[src/rtl/systolic_skew_feeder.sv]
// Skew feeder for an NxN output-stationary systolic array: sequences one tile
// (clear, stream K vector pairs, flush the wavefront) and delays lane i by i cycles.
module systolic_skew_feeder #(
    parameter int N = 4,
    parameter int W = 8,
    parameter int K = 4
) (
    input  logic           clk,
    input  logic           rst,
    input  logic           start,
    input  logic           in_valid,
    output logic           in_ready,
    input  logic [N*W-1:0] a_in,
    input  logic [N*W-1:0] b_in,
    output logic [N*W-1:0] a_feed,
    output logic [N*W-1:0] b_feed,
    output logic           pe_rst,
    output logic           busy,
    output logic           done
);

    localparam int FLUSH_CYC = 2 * (N - 1);
    localparam int XW        = $clog2(K + 1);
    localparam int FW_RAW    = $clog2(2 * N - 1);
    localparam int FW        = (FW_RAW < 1) ? 1 : FW_RAW;

    typedef enum logic [2:0] {
        IDLE   = 3'd0,
        CLEAR  = 3'd1,
        STREAM = 3'd2,
        FLUSH  = 3'd3,
        DONE   = 3'd4
    } state_t;

    state_t          state_q, state_d;
    logic [XW-1:0]   xfer_cnt_q, xfer_cnt_d;
    logic [FW-1:0]   flush_cnt_q, flush_cnt_d;
    logic            xfer;

    assign xfer = (state_q == STREAM) && in_valid;

    always_comb begin
        state_d     = state_q;
        xfer_cnt_d  = xfer_cnt_q;
        flush_cnt_d = flush_cnt_q;
        case (state_q)
            IDLE: begin
                if (start) state_d = CLEAR;
            end
            CLEAR: begin
                state_d    = STREAM;
                xfer_cnt_d = '0;
            end
            STREAM: begin
                if (xfer) begin
                    xfer_cnt_d = xfer_cnt_q + 1'b1;
                    if (xfer_cnt_q == XW'(K - 1)) begin
                        flush_cnt_d = '0;
                        // With N=1 there is no wavefront to drain.
                        state_d     = (FLUSH_CYC == 0) ? DONE : FLUSH;
                    end
                end
            end
            FLUSH: begin
                flush_cnt_d = flush_cnt_q + 1'b1;
                if (flush_cnt_q == FW'(FLUSH_CYC - 1)) state_d = DONE;
            end
            DONE: begin
                state_d = IDLE;
            end
            default: begin
                state_d = IDLE;
            end
        endcase
    end

    always_ff @(posedge clk) begin
        if (!rst) begin
            state_q     <= IDLE;
            xfer_cnt_q  <= '0;
            flush_cnt_q <= '0;
        end else begin
            state_q     <= state_d;
            xfer_cnt_q  <= xfer_cnt_d;
            flush_cnt_q <= flush_cnt_d;
        end
    end

    assign in_ready = (state_q == STREAM);
    assign busy     = (state_q != IDLE);
    assign done     = (state_q == DONE);
    assign pe_rst   = rst && (state_q != CLEAR);

    // Lane i is an (i+1)-deep chain; zeros are injected whenever no transfer occurs.
    for (genvar i = 0; i < N; i++) begin : g_lane
        logic [W-1:0] a_sr_q [0:i];
        logic [W-1:0] a_sr_d [0:i];
        logic [W-1:0] b_sr_q [0:i];
        logic [W-1:0] b_sr_d [0:i];

        always_comb begin
            a_sr_d[0] = xfer ? a_in[i*W +: W] : '0;
            b_sr_d[0] = xfer ? b_in[i*W +: W] : '0;
            for (int d = 1; d <= i; d++) begin
                a_sr_d[d] = a_sr_q[d-1];
                b_sr_d[d] = b_sr_q[d-1];
            end
        end

        always_ff @(posedge clk) begin
            if (!rst) begin
                for (int d = 0; d <= i; d++) begin
                    a_sr_q[d] <= '0;
                    b_sr_q[d] <= '0;
                end
            end else begin
                for (int d = 0; d <= i; d++) begin
                    a_sr_q[d] <= a_sr_d[d];
                    b_sr_q[d] <= b_sr_d[d];
                end
            end
        end

        assign a_feed[i*W +: W] = a_sr_q[i];
        assign b_feed[i*W +: W] = b_sr_q[i];
    end

endmodule

[config.mk]
export PLATFORM = sky130hd
export DESIGN_NAME = systolic_skew_feeder
export DESIGN_NICKNAME = d
export VERILOG_FILES = /design/src/rtl/systolic_skew_feeder.sv
export SDC_FILE = /design/constraint.sdc
export NUM_CORES = 1
export LEC_CHECK = 0
export CAP_MARGIN = 15
export CORE_MARGIN = 2
export CORE_UTILIZATION = 42
export DETAILED_ROUTE_END_ITERATION = 8
export GPL_ROUTABILITY_DRIVEN = 1
export MAX_ROUTING_LAYER = met4
export PLACE_DENSITY = 0.78
export SLEW_MARGIN = 20
export SYNTH_ARGS = -nofsm -noshare
export SYNTH_HDL_FRONTEND = slang
export SYNTH_SLANG_ARGS = --single-unit
[constraint.sdc]
create_clock -name clk -period 1.2 [get_ports clk]
set_input_delay 0.24 -clock clk [delete_from_list [all_inputs] [get_ports clk]]
set_output_delay 0.24 -clock clk [all_outputs]
set_load 0.02 [all_outputs]
Word-level counts from Yosys, hierarchy flattened
Memory sizes are Yosys's and may differ from the RTL's.
Cells that the tools add are included.
- add/sub/neg operators: 2
- multiply operators: 0
- divide/modulo/power cells: 0
- magnitude comparators: 0
- equality and inequality tests: 11
- shifts and indexed selects: 0
- mux-type cells: 42
- bitwise gates (word level): 18
- reduce and logical (&&, ||, !) cells: 11
- operators by type and width (cell ; number):
    $mux W8 ; 28
    $mux W3 ; 7
    $or A1 B1 Y1 ; 18
    $reduce_or A8 Y1 ; 2
    $pmux W3 S2 ; 2
    $pmux W3 S4 ; 1
    $eq A3 B2 Y1 const B ; 3
    $add A3 B1 Y3 const B ; 2
    $eq A3 B3 Y1 const B ; 2
    $mux W1 ; 4
    $ne A2 B1 Y1 const B ; 2
    $ne A2 B2 Y1 const B ; 2
    $reduce_and A4 Y1 ; 1
    $reduce_bool A2 Y1 ; 2
    $eq A3 B1 Y1 const B ; 1
    $logic_not A3 Y1 ; 1
    $ne A3 B1 Y1 const B ; 1
    $reduce_and A3 Y1 ; 1
    $reduce_bool A3 Y1 ; 1
    $logic_and A1 B1 Y1 ; 2
    $reduce_and A2 Y1 ; 1
- flip-flop bits (word level): 9
- latch bits: 0
- bits in writable memories: 160
- bits in read-only memories: 0
- bits of input ports: 68
- output and inout port bits: 68
- word-level logic and storage cells: 95
- memories: 8
- memory list (memory ; depth ; bits a word ; read ports ; clocked after memory_dff ; wr ports ; RTL line ; source):
    g_lane[3].a_sr_q ; 4 ; 8 ; 4 ; 0 ; 4 ; 96 ; logic [W-1:0] a_sr_q [0:i];
    g_lane[3].b_sr_q ; 4 ; 8 ; 4 ; 0 ; 4 ; 98 ; logic [W-1:0] b_sr_q [0:i];
    g_lane[2].a_sr_q ; 3 ; 8 ; 3 ; 0 ; 3 ; 96 ;
    g_lane[2].b_sr_q ; 3 ; 8 ; 3 ; 0 ; 3 ; 98 ;
    g_lane[1].a_sr_q ; 2 ; 8 ; 2 ; 0 ; 2 ; 96 ;
    g_lane[1].b_sr_q ; 2 ; 8 ; 2 ; 0 ; 2 ; 98 ;
    +2 memories ; -- ; -- ; -- ; -- ; -- ; -- ;

Longest topological paths before layout
- word-level depth: 4
- gate-level depth with buffers: 5
- mapped depth without buffers: 5

Worst setup path before layout
No wires, ideal clock.
- path type: register to output
- start: reg state_q[0]
- end: out done
- arrival: 1046 ps
- required time: 960 ps
- slack: -86 ps
- cell stages (with the launch flop): 3
- buffers on the path: 1
- cell sequence: dfxtp_1 > buf_2 > nor3b_1
- longest elaborated chain between the ends: 1
- RTL lines (item ; RTL line ; source):
    start, declared ; 35 ; state_t state_q, state_d;
    start signal, assigned ; 83 ; state_q <= state_d;
    $eq A3 B3 Y1 ; 91 ; assign done = (state_q == DONE);
    end, declared ; 19 ; output logic done
Every way passes these cells.

Worst setup path after layout
- start: reg state_q[2]
- end: out busy
- longest elaborated chain between the ends: 1
- RTL lines (item ; RTL line ; source):
    $reduce_bool A3 Y1 ; 90 ; assign busy = (state_q != IDLE);
    end, declared ; 18 ; output logic busy,
Every way passes these cells.

==> flow_metrics.env <==
export IMPL_die_h_um=111.0
export IMPL_clk_latency_ns=0.42
export IMPL_synthArstFlopShare=0
export IMPL_grt_total_usage=0.1620
export IMPL_hold_ws_ns=0.2278
export IMPL_rsz0062_at_grt="yes"
export IMPL_vias_per_cell=4.279
export IMPL_io_pins=136
export IMPL_cts_sinks=169
export IMPL_first_global_vias=2965
export IMPL_critPathArrivalTime_ns=1.28
export IMPL_start_util=0.4264
export IMPL_drc=0
export IMPL_htreeDepth=4
export IMPL_final_max_slew_viol_count=0
export IMPL_synth_top_cells_by_count="dfxtp_1 (169), and2_1 (160), clkbuf_1 (11)"
export IMPL_grt_pass1_wl_um=14610
export IMPL_crit_type="reg -> out"
export IMPL_max_freq_mhz=659.8
export IMPL_clockRootBuffer="clkbuf_16"
export IMPL_worst_setup_path_start_kind="flop"
export IMPL_post_dp_hpwl_um=5358
export IMPL_utilization=0.6249
export IMPL_yosysMostFrequentCell="dfxtp_1"
export IMPL_synth_area_top_cells="dfxtp_1 (70%), and2_1 (21%), buf_6 (1.2%)"
export IMPL_place_gp_congestion=0.6705
export IMPL_synth_edff_count=0
export IMPL_cts_hold_buf=0
export IMPL_path_clk_slew_ns=0.06
export IMPL_p_total_mw=11.68
export IMPL_fin_skew_ns=0.006319
export IMPL_hold_violations=0
export IMPL_synth_fp_nets=468
export IMPL_die_w_um=111.0
export IMPL_final_nets=630
export IMPL_grt_max_degree=65
export IMPL_clockBufferDepth=2
export IMPL_status="finished with violations"
export IMPL_layout_drive_gt1_share=0.3117
export IMPL_finalCriticalPeriod_ns=1.516
export IMPL_syn_inst=396
export IMPL_synth_cell_types=31
export IMPL_tightest_slew_ns=0.4074
export IMPL_yosysSeqAreaShare=0.7040
export IMPL_cp_max_fo=4
export IMPL_required_ns=0.96
export IMPL_max_slew_margin=0.7284
export IMPL_setup_viol=73
export IMPL_setup_slack_ns=-0.3157
export IMPL_max_vdd_ir_drop_uv=1012
export IMPL_core_area_mm2=0.01127
export IMPL_ant_nets=0
export IMPL_hold_class="in -> reg"
export IMPL_wl_per_cell_um=13.13
export IMPL_syn_area_mm2=0.004806
export IMPL_initialDrtViolationCount=56
export IMPL_area_delta_synth_final_pct=46.58
export IMPL_min_period_over_period=1.263
export IMPL_dieArea_mm2=0.01231
export IMPL_drv_cap=0
export IMPL_yosysWarningCount=0
export IMPL_gr_total_overflow=0
export IMPL_syn_area_per_cell_um2=12.14
export IMPL_placementRows=39
export IMPL_violations="negative setup slack"
export IMPL_cts_tree="yes"
export IMPL_yosys_register_bits=169
export IMPL_cts_buffers=17
export IMPL_power_density_mw_per_mm2=1658
export IMPL_vias=3055
export IMPL_fill_cells=892
export IMPL_synth_top_cell_area_share=0.7040
export IMPL_totalWireLength_um=9374
export IMPL_io_buffer_count=135
export IMPL_endpoint_kind="output port"
export IMPL_dr_pass1_iters=4
export IMPL_synth_top_area_cell="dfxtp_1"
export IMPL_leakagePower_nw=3.127
export IMPL_antenna_cells=0
export IMPL_antenna_found_initial=0
export IMPL_ys_flop_type="dfxtp_1"
## power by group
group,total [mW],switching (mW),internal (mW),leakage (nW)
logic,0.664,0.264,0.400,1.47
registers,5.71,0.0288,5.69,1.37
clock network,5.30,2.09,3.21,0.287
## metrics by stage
step | area (um^2) | setup slack [ns] | setup TNS (ns) | std cells
finish | 7044 | -0.3157 | -14.39 | 714
detailed placement | 6322 | -0.3564 | -22.94 | 666
global placement | 6322 | -0.3372 | -19.46 | 666
global route | 7044 | -0.3578 | -17.77 | 714
floorplan | 4811 | 0.01067 | 0 | 396
CTS | 7022 | -0.3372 | -13.86 | 715
## critical path, stage by stage, from the launching register on
cell	delay, ns
dfxtp_2	0.35
or3_1	0.35
buf_2	0.16
## final timing paths
check / cells past startpoint / slack (ns) / from / to
max: 2 / -0.32 / state_q[2]$_SDFFE_PN0P_ / busy
min: 4 / 0.23 / rst / flush_cnt_q[0]$_SDFFE_PN0P_
max reg2reg: 8 / -0.26 / state_q[1]$_SDFFE_PN0P_ / g_lane[0].a_sr_q[0][6]$_SDFF_PN0_
min reg2reg: 1 / 0.43 / g_lane[3].b_sr_q[0][18]$_SDFF_PN0_ / g_lane[3].b_sr_q[0][26]$_SDFF_PN0_
## layer usage
layer	vias up	track usage	share of wire
li1	1551	-	-
met1	1379	0.1652	0.39
met2	105	0.2663	0.51
met3	20	0.06725	0.074
met4	0	0.08667	0.025
met5	-	-	0
## state kept, by name (all words and copies together), names as in the netlist
signal         cells
flush_cnt_q        3
xfer_cnt_q         3
g_lane.a_sr_q     80
g_lane.b_sr_q     80
state_q            3
## repair_timing
action                     in CTS  in global routing
cloned                          8                  0
setup buffers                   9                  2
gates resized for setup       314                 29
pin swaps                      24                 24
setup endpoints to repair     138                 76
## final cells by class
cell class | count | area, um^2 | share of cell area
Timing Repair Buffer | 163 | 1376 | 0.1954
Clock inverter | 7 | 80.08 | 0.01137
Inverter | 5 | 18.77 | 0.002664
Multi-Input combinational cell | 202 | 1480 | 0.2101
Clock buffer | 25 | 515.5 | 0.07318
Sequential cell | 169 | 3395 | 0.4819
Tap cell | 143 | 178.9 | 0.02540
## placed cells by master (no fill, tap or decap), drive strengths merged
cell type / instances
a21oi: 3
nand2b: 2
clkinv: 2
or3: 2
a31o: 1
o22ai: 1
nor2: 4
inv: 7
nor2b: 2
clkinvlp: 2
o21ai: 3
nor3: 3
dfxtp: 169
nand3: 1
o311ai: 1
and2: 160
nand4: 1
o2bb2ai: 1
nor3b: 2
o32ai: 1
a221oi: 1
a211oi: 1
nand4b: 1
nand2: 6
nand3b: 1
clkdlybuf4s50: 66
ha: 4
bufinv: 1
buf: 97
clkbuf: 25
## cells by family after synthesis
group,count (synthesis),synth area share
AND/OR/NAND/NOR,185,0.2385
flip-flops,169,0.7040
buffers and inverters,25,0.02890
AO/OA/AOI/OAI,13,0.01823
adder cells (fa/ha/maj),4,0.01041
(Power assumes the default switching activity.)
